<file path="config.mk">
export PLATFORM = sky130hd
export DESIGN_NAME = dt_engine
export DESIGN_NICKNAME = d
export VERILOG_FILES = /design/src/rtl/dt_engine.sv
export SDC_FILE = /design/constraint.sdc
export NUM_CORES = 1
export LEC_CHECK = 0
export ABC_AREA = 1
export CAP_MARGIN = 15
export CORE_MARGIN = 5
export CORE_UTILIZATION = 31
export CTS_CLUSTER_SIZE = 24
export DETAILED_ROUTE_END_ITERATION = 8
export GPL_ROUTABILITY_DRIVEN = 0
export PLACE_DENSITY = 0.54
export SETUP_SLACK_MARGIN = 0.5
export SYNTH_ARGS = -nofsm -noshare
export SYNTH_HDL_FRONTEND = slang
export SYNTH_SLANG_ARGS = --single-unit
</file>
<file path="constraint.sdc">
create_clock -name clk -period 9.5 [get_ports clk]
set_input_delay 1.9 -clock clk [delete_from_list [all_inputs] [get_ports clk]]
set_output_delay 1.9 -clock clk [all_outputs]
set_load 0.03 [all_outputs]
</file>
<file path="src/rtl/dt_engine.sv">
// Two-pass in-place distance transform (chessboard or city-block) over a binary image in external memory.
// Memory-bound: at most SW+2 cycles per source word in INIT and at most 7 cycles per pixel in each scan pass.
module dt_engine #(
  parameter int IMG_W = 128,
  parameter int IMG_H = 128,
  parameter int SW    = 16,
  parameter int DW    = 8,
  localparam int NPIX = IMG_W * IMG_H,
  localparam int AW   = $clog2(NPIX),
  localparam int NWRD = NPIX / SW,
  localparam int WAW  = (NWRD > 1) ? $clog2(NWRD) : 1
) (
  input  logic           clk,
  input  logic           reset,
  input  logic           start,
  input  logic           mode,
  output logic           busy,
  output logic           done,
  output logic           sti_rd,
  output logic [WAW-1:0] sti_addr,
  input  logic [SW-1:0]  sti_di,
  output logic           res_rd,
  output logic           res_wr,
  output logic [AW-1:0]  res_addr,
  output logic [DW-1:0]  res_do,
  input  logic [DW-1:0]  res_di
);

  localparam int CW  = $clog2(IMG_W);
  localparam int RW  = $clog2(IMG_H);
  localparam int BCW = $clog2(SW) + 1;

  localparam logic [2:0] S_IDLE = 3'd0;
  localparam logic [2:0] S_INIT = 3'd1;
  localparam logic [2:0] S_FWD  = 3'd2;
  localparam logic [2:0] S_BWD  = 3'd3;
  localparam logic [2:0] S_DONE = 3'd4;

  localparam logic [2:0] P_RD   = 3'd0;
  localparam logic [2:0] P_WT   = 3'd1;
  localparam logic [2:0] P_SELF = 3'd2;
  localparam logic [2:0] P_NB   = 3'd3;
  localparam logic [2:0] P_FL   = 3'd4;
  localparam logic [2:0] I_RD   = 3'd5;
  localparam logic [2:0] I_WT   = 3'd6;
  localparam logic [2:0] I_WR   = 3'd7;

  localparam logic [DW:0]     MAXV     = {1'b0, {DW{1'b1}}};
  localparam logic [AW-1:0]   PIX_LAST = AW'(NPIX - 1);
  localparam logic [AW-1:0]   ROW_STEP = AW'(IMG_W);
  localparam logic [WAW-1:0]  WD_LAST  = WAW'(NWRD - 1);
  localparam logic [BCW-1:0]  BC_LAST  = BCW'(SW - 1);
  localparam logic [CW-1:0]   COL_LAST = CW'(IMG_W - 1);
  localparam logic [RW-1:0]   ROW_LAST = RW'(IMG_H - 1);

  logic [2:0]     state_q, state_d;
  logic [2:0]     ps_q, ps_d;
  logic           mode_q, mode_d;
  logic [AW-1:0]  pix_q, pix_d;
  logic [WAW-1:0] wd_q, wd_d;
  logic [BCW-1:0] bc_q, bc_d;
  logic [1:0]     nk_q, nk_d;
  logic [SW-1:0]  sh_q, sh_d;
  logic [DW:0]    min_q, min_d;
  logic [DW-1:0]  self_q, self_d;
  logic [DW-1:0]  last_q, last_d;
  logic           sti_rd_q, sti_rd_d;
  logic [WAW-1:0] sti_addr_q, sti_addr_d;
  logic           res_rd_q, res_rd_d;
  logic           res_wr_q, res_wr_d;
  logic [AW-1:0]  res_addr_q, res_addr_d;
  logic [DW-1:0]  res_do_q, res_do_d;

  logic           chess, fwd, edge_out;
  logic [CW-1:0]  col;
  logic [RW-1:0]  row;
  logic [1:0]     nb_cnt, nb_sel;
  logic [AW-1:0]  nb_base, nb_addr;
  logic [DW:0]    nb_val, min_fold, inc;
  logic [DW-1:0]  sat, nb_res;
  logic [SW-1:0]  src;
  logic           pix_done, pix_wr;
  logic [DW-1:0]  pix_val;

  assign chess = ~mode_q;
  assign fwd   = (state_q == S_FWD);
  assign col   = pix_q[CW-1:0];
  assign row   = pix_q[AW-1:CW];

  // Any out-of-image neighbour forces the minimum to 0, so such pixels need no neighbour reads.
  assign edge_out = fwd ? ((row == '0) || (col == '0) || (chess && (col == COL_LAST)))
                        : ((row == ROW_LAST) || (col == COL_LAST) || (chess && (col == '0)));

  assign nb_cnt  = chess ? 2'd3 : 2'd1;
  assign nb_sel  = (ps_q == P_SELF) ? 2'd0 : nk_q + 2'd1;
  assign nb_base = fwd ? pix_q - ROW_STEP : pix_q + ROW_STEP;
  assign nb_addr = chess ? nb_base - AW'(1) + AW'(nb_sel) : nb_base;

  // The W (fwd) / E (bwd) neighbour is the previous pixel of the scan, held in last_q.
  assign nb_val   = {1'b0, res_di};
  assign min_fold = ((nk_q != 2'd0) && (nb_val < min_q)) ? nb_val : min_q;
  assign inc      = min_fold + (DW+1)'(1);
  assign sat      = (inc > MAXV) ? MAXV[DW-1:0] : inc[DW-1:0];
  assign nb_res   = (!fwd && (self_q < sat)) ? self_q : sat;
  assign src      = (bc_q == '0) ? sti_di : sh_q;

  always_comb begin
    state_d    = state_q;
    ps_d       = ps_q;
    mode_d     = mode_q;
    pix_d      = pix_q;
    wd_d       = wd_q;
    bc_d       = bc_q;
    nk_d       = nk_q;
    sh_d       = sh_q;
    min_d      = min_q;
    self_d     = self_q;
    last_d     = last_q;
    sti_rd_d   = 1'b0;
    sti_addr_d = sti_addr_q;
    res_rd_d   = 1'b0;
    res_wr_d   = 1'b0;
    res_addr_d = res_addr_q;
    res_do_d   = res_do_q;
    pix_done   = 1'b0;
    pix_wr     = 1'b0;
    pix_val    = '0;

    case (state_q)
      S_IDLE, S_DONE: begin
        if (start) begin
          state_d = S_INIT;
          ps_d    = I_RD;
          mode_d  = mode;
          pix_d   = '0;
          wd_d    = '0;
        end
      end
      S_INIT: begin
        case (ps_q)
          I_RD: begin
            sti_rd_d   = 1'b1;
            sti_addr_d = wd_q;
            bc_d       = '0;
            ps_d       = I_WT;
          end
          I_WT: ps_d = I_WR;
          default: begin
            sh_d       = src << 1;
            res_wr_d   = 1'b1;
            res_addr_d = pix_q;
            res_do_d   = DW'(src[SW-1]);
            pix_d      = pix_q + AW'(1);
            bc_d       = bc_q + BCW'(1);
            if (bc_q == BC_LAST) begin
              wd_d = wd_q + WAW'(1);
              if (wd_q == WD_LAST) begin
                state_d = S_FWD;
                ps_d    = P_RD;
              end else begin
                ps_d = I_RD;
              end
            end else begin
              ps_d = I_WR;
            end
          end
        endcase
      end
      S_FWD, S_BWD: begin
        case (ps_q)
          P_RD: begin
            res_rd_d   = 1'b1;
            res_addr_d = pix_q;
            ps_d       = P_WT;
          end
          P_WT: ps_d = P_SELF;
          P_SELF: begin
            if (res_di == '0) begin
              pix_done = 1'b1;
            end else begin
              self_d = res_di;
              if (edge_out || (last_q == '0)) begin
                pix_done = 1'b1;
                pix_wr   = 1'b1;
                pix_val  = DW'(1);
              end else begin
                min_d      = {1'b0, last_q};
                nk_d       = 2'd0;
                res_rd_d   = 1'b1;
                res_addr_d = nb_addr;
                ps_d       = P_NB;
              end
            end
          end
          P_NB: begin
            // Reads are back to back; data for neighbour k arrives while nk_q == k+1.
            min_d = min_fold;
            if (nk_q == nb_cnt) begin
              pix_done = 1'b1;
              pix_wr   = 1'b1;
              pix_val  = nb_res;
            end else begin
              if (nk_q != nb_cnt - 2'd1) begin
                res_rd_d   = 1'b1;
                res_addr_d = nb_addr;
              end
              nk_d = nk_q + 2'd1;
            end
          end
          P_FL: state_d = S_DONE;
          default: ;
        endcase
      end
      default: state_d = S_IDLE;
    endcase

    if (pix_done) begin
      last_d = pix_wr ? pix_val : '0;
      if (pix_wr) begin
        res_wr_d   = 1'b1;
        res_addr_d = pix_q;
        res_do_d   = pix_val;
      end
      ps_d = P_RD;
      if (fwd) begin
        if (pix_q == PIX_LAST) state_d = S_BWD;
        else                   pix_d   = pix_q + AW'(1);
      end else if (pix_q == '0) begin
        // Let the final write complete before signalling done.
        if (pix_wr) ps_d    = P_FL;
        else        state_d = S_DONE;
      end else begin
        pix_d = pix_q - AW'(1);
      end
    end
  end

  always_ff @(posedge clk or negedge reset) begin
    if (!reset) begin
      state_q    <= S_IDLE;
      ps_q       <= P_RD;
      mode_q     <= 1'b0;
      pix_q      <= '0;
      wd_q       <= '0;
      bc_q       <= '0;
      nk_q       <= '0;
      sh_q       <= '0;
      min_q      <= '0;
      self_q     <= '0;
      last_q     <= '0;
      sti_rd_q   <= 1'b0;
      sti_addr_q <= '0;
      res_rd_q   <= 1'b0;
      res_wr_q   <= 1'b0;
      res_addr_q <= '0;
      res_do_q   <= '0;
    end else begin
      state_q    <= state_d;
      ps_q       <= ps_d;
      mode_q     <= mode_d;
      pix_q      <= pix_d;
      wd_q       <= wd_d;
      bc_q       <= bc_d;
      nk_q       <= nk_d;
      sh_q       <= sh_d;
      min_q      <= min_d;
      self_q     <= self_d;
      last_q     <= last_d;
      sti_rd_q   <= sti_rd_d;
      sti_addr_q <= sti_addr_d;
      res_rd_q   <= res_rd_d;
      res_wr_q   <= res_wr_d;
      res_addr_q <= res_addr_d;
      res_do_q   <= res_do_d;
    end
  end

  assign busy     = (state_q == S_INIT) || (state_q == S_FWD) || (state_q == S_BWD);
  assign done     = (state_q == S_DONE);
  assign sti_rd   = sti_rd_q;
  assign sti_addr = sti_addr_q;
  assign res_rd   = res_rd_q;
  assign res_wr   = res_wr_q;
  assign res_addr = res_addr_q;
  assign res_do   = res_do_q;

endmodule

</file>
; Word level (Yosys, flattened, before mapping)
; Index checks and enable logic that the tools add are counted.
[totals]
reg_bits = 113
wordCells = 188
[classes]
addsub = 11
n_lt_le_gt_ge = 3
n_eq_ne = 27
mux = 90
n_bitwise = 4
reduce_logical = 36
[op_table]
columns = operator, count
row1 = $mux W14, 15
row2 = $mux W8, 9
row3 = $mux W3, 19
row4 = $pmux W14 S2, 2
row5 = $pmux W14 S3, 1
row6 = $mux W10, 3
row7 = $sub A14 B1 Y14 const B, 2
row8 = $mux W9, 3
row9 = $pmux W3 S3, 3
row10 = $mux W1, 20
row11 = $pmux W10 S2, 1
row12 = $pmux W9 S2, 1
row13 = $logic_not A8 Y1, 2
row14 = $mux W16, 1
row15 = $pmux W8 S2, 1
row16 = $add A14 B1 Y14 const B, 1
row17 = $add A14 B2 Y14, 1
row18 = $add A14 B8 Y14 const B, 1
row19 = $eq A14 B14 Y1 const B, 1
row20 = $eq A7 B7 Y1 const B, 2
row21 = $logic_not A14 Y1, 1
row22 = $logic_not A7 Y1, 2
row23 = $sub A14 B8 Y14 const B, 1
row24 = $eq A3 B2 Y1 const B, 4
row25 = other kinds (37), 74

; Longest topological paths before layout
[logic_depth]
depth_word = 14
ltp_mapped = 33

; Worst setup path after synthesis
; OpenSTA, ideal clock, no wires.
[synth_timing]
path_kind = input-to-reg
start = in res_di[7]
end = reg last_q[3]
setup_time_ns = 0.124
arrival_ns = 5.651
slack_ns = 3.725
cell_stages = 25
path_cell_list = ha_1 > inv_1 > nor2_1 > a21oi_4 > nand3_2 > buf_6 > o21ai_2 > ha_1 > nand3_2 > nor2_1 > inv_1 > nor2_1 > xor2_1 > nor2_1 > nand3_2 > nand2_4 > nor2_1 > ha_1 > a21oi_1 > nor2_1 > a2111oi_0 > nand2_4 > buf_6 > o211ai_2 > nand2_1
[synth_between]
elab_chain_len = 13
word_cells_on_any_way = 20
cone_classes = 1 x add/sub / 3 x order compare / 13 x mux / 3 x reduce/logical
[synth_lines]
columns = element, line_no
row1 = "start, declared", 26  ; input logic [DW-1:0] res_di
row2 = $lt A8 B9 Y1, 101  ; assign min_fold = ((nk_q != 2'd0) && (nb_val < min_q)) ? nb_val : min_q;
row3 = $logic_and A1 B1 Y1, 101
row4 = $mux W9, 101
row5 = $add A9 B1 Y9, 102  ; assign inc = min_fold + (DW+1)'(1);
row6 = $gt A9 B8 Y1, 103  ; assign sat = (inc > MAXV) ? MAXV[DW-1:0] : inc[DW-1:0];
row7 = $mux W8, 103
row8 = $lt A8 B8 Y1, 104  ; assign nb_res = (!fwd && (self_q < sat)) ? self_q : sat;
row9 = $logic_and A1 B1 Y1, 104
row10 = $mux W8, 104
row11 = $mux W8, 198  ; if (nk_q == nb_cnt) begin
row12 = $pmux W8 S2, 170  ; case (ps_q)
row13 = $mux W8, 129  ; case (state_q)
row14 = $mux W8, 218  ; last_d = pix_wr ? pix_val : '0;
row15 = "end signal, assigned", 268  ; last_q <= last_d;
row16 = "end, declared", 66  ; logic [DW-1:0] last_q, last_d;
; Parallel ways exist; a longest one is shown, timed or not.
; A chain may end at the register's enable or synchronous reset.

; Final worst setup path
[layout_timing]
start = in res_di[4]
end = reg res_do_q[0], in the netlist res_do[0]
[layout_between]
elab_chain_len = 14
word_cells_on_any_way = 22
cone_classes = 1 x add/sub / 3 x order compare / 15 x mux / 3 x reduce/logical
[layout_lines]
columns = element, line_no
row1 = $lt A8 B9 Y1, 101
row2 = $logic_and A1 B1 Y1, 101
row3 = $mux W9, 101
row4 = $add A9 B1 Y9, 102
row5 = $gt A9 B8 Y1, 103
row6 = $mux W8, 103
row7 = $lt A8 B8 Y1, 104
row8 = $logic_and A1 B1 Y1, 104
row9 = $mux W8, 104
row10 = $mux W8, 198
row11 = $pmux W8 S2, 170
row12 = $mux W8, 129
row13 = $mux W8, 219  ; if (pix_wr) begin
row14 = $mux W8 *, 217  ; if (pix_done) begin
row15 = net res_do_d[0], 72  ; logic [DW-1:0] res_do_q, res_do_d;
row16 = "end signal, assigned", 274  ; res_do_q <= res_do_d;
row17 = "end, declared", 72
; The timed path passes the listed nets; every way through them passes the cells marked *.

==> flow_metrics.env <==
export IMPL_cts_htree_levels=4
export IMPL_max_clock_path_buffers=2
export IMPL_timing_critical_path_fanout_max=15
export IMPL_setup_worst_path_start_class="primary input"
export IMPL_ctsHoldBuffers=0
export IMPL_share_of_layout_cells_above_drive_strength_1=0.08982
export IMPL_port_buffers=64
export IMPL_cp_data_required_time_ps=9860
export IMPL_setup_tns_final_ps=0
export IMPL_fp_coreArea_um2=25980
export IMPL_placed_area_um2=9120
export IMPL_synth_edf_count=0
export IMPL_worstSetupPathType="primary input to flip-flop"
export IMPL_worstPathArrival_ps=6760
export IMPL_cts_made_buffers=17
export IMPL_die_h_um=172.3
export IMPL_number_of_nets_in_the_final_layout=1237
export IMPL_netlist_area_um2=8164
export IMPL_synthesis_area_per_instance_um2=7.442
export IMPL_grt_pass1_vias=7319
export IMPL_post_synth_and_or_nand_nor_area_fraction=0.2377
export IMPL_maxCapViolations=0
export IMPL_hold_slack_ps=478.8
export IMPL_pwr_density_cell_nw_per_um2=351.7
export IMPL_antenna_diode_count=0
export IMPL_detail_route_antenna_nets=0
export IMPL_drc=0
export IMPL_synth_area_in_adders=0.08307
export IMPL_setup_repair_after_global_routing_missed_its_margin="no"
export IMPL_synth_fp_nets=1178
export IMPL_max_slew_vio_count=0
export IMPL_post_synth_inst_count=1097
export IMPL_worst_hold_path_type="flip-flop to flip-flop"
export IMPL_xor_and_xnor_fraction_of_the_mapped_netlist_area=0.03326
export IMPL_wl_per_cell_um=16.57
export IMPL_preCtsSetupSlack_ps=2619
export IMPL_remaining_overflow_grt=0
export IMPL_synth_warnings=0
export IMPL_num_vias=7574
export IMPL_cts_tree="built"
export IMPL_clk_pin_slew_ps=60
export IMPL_drtPass1Iterations=5
export IMPL_insertion_delay_ps=420
export IMPL_final_min_period_over_clock_period=0.6742
export IMPL_num_io_pins=65
export IMPL_crit_slowest_cell="sky130_fd_sc_hd__a2111oi_0"
export IMPL_hold_viol_final=0
export IMPL_clock_sink_count=113
export IMPL_ffs_w_async_s_r_synth=1.000
export IMPL_synth_ff_type="sky130_fd_sc_hd__dfrtp_1"
export IMPL_grt_max_degree=65
export IMPL_cts_resized_gates=0
export IMPL_clock_root_buffer="sky130_fd_sc_hd__clkbuf_16"
export IMPL_synthToLayoutAreaGrowth_pct=19.37
export IMPL_final_period_minus_worst_setup_slack_ps=6405
export IMPL_synth_largest_area_cell="sky130_fd_sc_hd__dfrtp_1"
export IMPL_vias_per_std_cell=5.036
export IMPL_die_area_um2=29680
export IMPL_timing_max_slew_rel_slack=0.2964
export IMPL_power_leakage_nw=4.546
export IMPL_antenna_violations_before_repair=0
export IMPL_wire_length_of_the_first_global_routing_pass_um=39900
export IMPL_synth_sequential_area_ratio=0.3464
export IMPL_width_of_the_die_um=172.3
export IMPL_synth_ff_latch_count=113
export IMPL_synth_cell_type_count=52
export IMPL_worst_path_most_repeated_cell="sky130_fd_sc_hd__nand2_1"
export IMPL_routed_wirelength_um=24920
export IMPL_finalInstanceArea_um2=9746
export IMPL_finalSetupViolations=0
export IMPL_max_freq_ghz=0.1561
export IMPL_dp_hpwl_um=18310
export IMPL_synth_compound_gate_area_share=0.1962
export IMPL_synth_top_family_by_area="simple AND/OR/NAND/NOR gates"
export IMPL_rows=59
export IMPL_setup_worst_path_end_class="flip-flop"
export IMPL_initialDrtViolationCount=539
export IMPL_fin_worst_skew_ps=13.21
export IMPL_post_synth_mux_area_share=0.009655
export IMPL_max_stage_delay_ps=740
export IMPL_irDropWorstVdd_mv=0.1666
export IMPL_synth_top_cells_by_area="sky130_fd_sc_hd__dfrtp_1 (35%), sky130_fd_sc_hd__nand2_1 (10%), sky130_fd_sc_hd__ha_1 (7.8%)"
export IMPL_status="finished clean"
export IMPL_postCtsSetupBuffers=0
export IMPL_worst_pin_slew_ps=1049
export IMPL_timing_final_ws_setup_ps=3095
export IMPL_synth_largest_type_area_fraction=0.3464
export IMPL_floorplan_initialDensity=0.3142
export IMPL_track_usage=0.1713
==> state kept, by name (all words and copies together), names as in the netlist <==
register and cells:
nk_q 2, pix_q 14, sti_rd 1, wd_q 10
res_wr 1, min_q 9, res_addr 14, res_rd 1
mode_q 1, self_q 8, ps_q 3, sti_addr 10
bc_q 5, last_q 8, state_q 3, res_do 8
sh_q 15
==> synthesized netlist by cell type (5+ instances only) <==
cell                        number
sky130_fd_sc_hd__nand2_1       224
sky130_fd_sc_hd__a31oi_1        24
sky130_fd_sc_hd__o2111ai_1       6
sky130_fd_sc_hd__ha_1           51
sky130_fd_sc_hd__clkbuf_1       19
sky130_fd_sc_hd__o21ai_0        81
sky130_fd_sc_hd__o221ai_1        9
sky130_fd_sc_hd__nand3_1        48
sky130_fd_sc_hd__xnor2_1         5
sky130_fd_sc_hd__o211ai_1       32
sky130_fd_sc_hd__mux2_2          7
sky130_fd_sc_hd__clkinv_1        5
sky130_fd_sc_hd__inv_1         153
sky130_fd_sc_hd__xor2_1         26
sky130_fd_sc_hd__nor2_2          7
sky130_fd_sc_hd__dfrtp_1       113
sky130_fd_sc_hd__o211ai_2        8
sky130_fd_sc_hd__nor2_1        107
sky130_fd_sc_hd__buf_2           9
sky130_fd_sc_hd__a21oi_1        56
sky130_fd_sc_hd__inv_2           7
sky130_fd_sc_hd__o22ai_1        11
sky130_fd_sc_hd__nand4_1        11
sky130_fd_sc_hd__nand2_2        13
sky130_fd_sc_hd__nor4_1          5
sky130_fd_sc_hd__a22oi_1         5
sky130_fd_sc_hd__nor3_1         12
==> layout make-up <==
type / instances / area, um^2
Clock buffer: 18 / 439.2
Sequential cell: 113 / 2828
Fill cell: 2738 / 16240
Tap cell: 335 / 419.2
Multi-Input combinational cell: 788 / 4571
Inverter: 165 / 619.3
Clock inverter: 14 / 178.9
Timing Repair Buffer: 71 / 690.7
==> kinds of logic (layout without fill, tap and decap cells) <==
family          after synthesis  after routing
flops                       113            113
fa+ha+maj                    53             53
mux                           7              7
simple gates                445            445
buf+inv                     196            268
xor+xnor                     31             31
compound gates              252            252
==> stage by stage <==
| step | util | instances | power, W |
|---|---|---|---|
| 2_1_floorplan | - | 1097 | 0.002222 |
| 3_3_place_gp | 0.3510 | 1471 | 0.002745 |
| 3_5_place_dp | 0.3510 | 1471 | 0.002758 |
| 4_1_cts | 0.3748 | 1503 | 0.003452 |
| 5_1_grt | 0.3750 | 1504 | 0.003742 |
| 6_report | 0.3750 | 1504 | 0.003427 |
==> report_power, final <==
group	internal (W)	total [W]	switching [W]
Sequential	0.000653	0.000826	0.000173
Clock	0.000422	0.000673	0.000250
Combinational	0.000651	0.00193	0.00128
==> critical path: cells and delay by family <==
family | cells | cell delay [ps]
AOI/OAI and AO/OA | 3 | 1170
xor gates and xnor gates | 1 | 190
adders and majority gates | 3 | 870
buffers and inverters | 3 | 610
and+or+nand+nor | 19 | 2020
==> cell usage in the layout (no fill, tap or decap), drive strengths merged, types with 6 or more instances in the layout <==
cell,n
buf,8
nand2,239
nor2,118
a21oi,58
ha,51
clkdlybuf4s50,63
o21ai,87
mux2,7
clkbuf,18
xor2,26
o221ai,9
nor3,15
dfrtp,113
o22ai,11
a31oi,24
nand4,11
inv,163
o211ai,40
nand3,52
clkinv,10
o2111ai,6
==> path summary, 6_finish.rpt <==
check	end	depth (start not counted)	start	slack (ps)
min in group asynchronous	self_q[6]$_DFFE_PN0P_	1	reset	1520
worst max register to register	res_do[0]$_DFF_PN0_	27	min_q[7]$_DFFE_PN0P_	4690
worst min register to register	sh_q[1]$_DFFE_PN0P_	2	sh_q[1]$_DFFE_PN0P_	480
max in group asynchronous	pix_q[6]$_DFF_PN0_	2	reset	6640
worst max-delay path	res_do[0]$_DFF_PN0_	29	res_di[4]	3100
worst min-delay path	sh_q[1]$_DFFE_PN0P_	2	sh_q[1]$_DFFE_PN0P_	480
==> per-layer routing <==
| metal | global-route usage | vias up | share of wire |
|---|---|---|---|
| met1 | 0.2256 | 3568 | 0.46 |
| li1 | - | 3793 | - |
| met2 | 0.2836 | 178 | 0.47 |
| met3 | 0.03612 | 35 | 0.052 |
| met4 | 0.05126 | 0 | 0.021 |
| met5 | 0 | - | 0 |
Note: power is estimated with default switching activity, not from simulation.
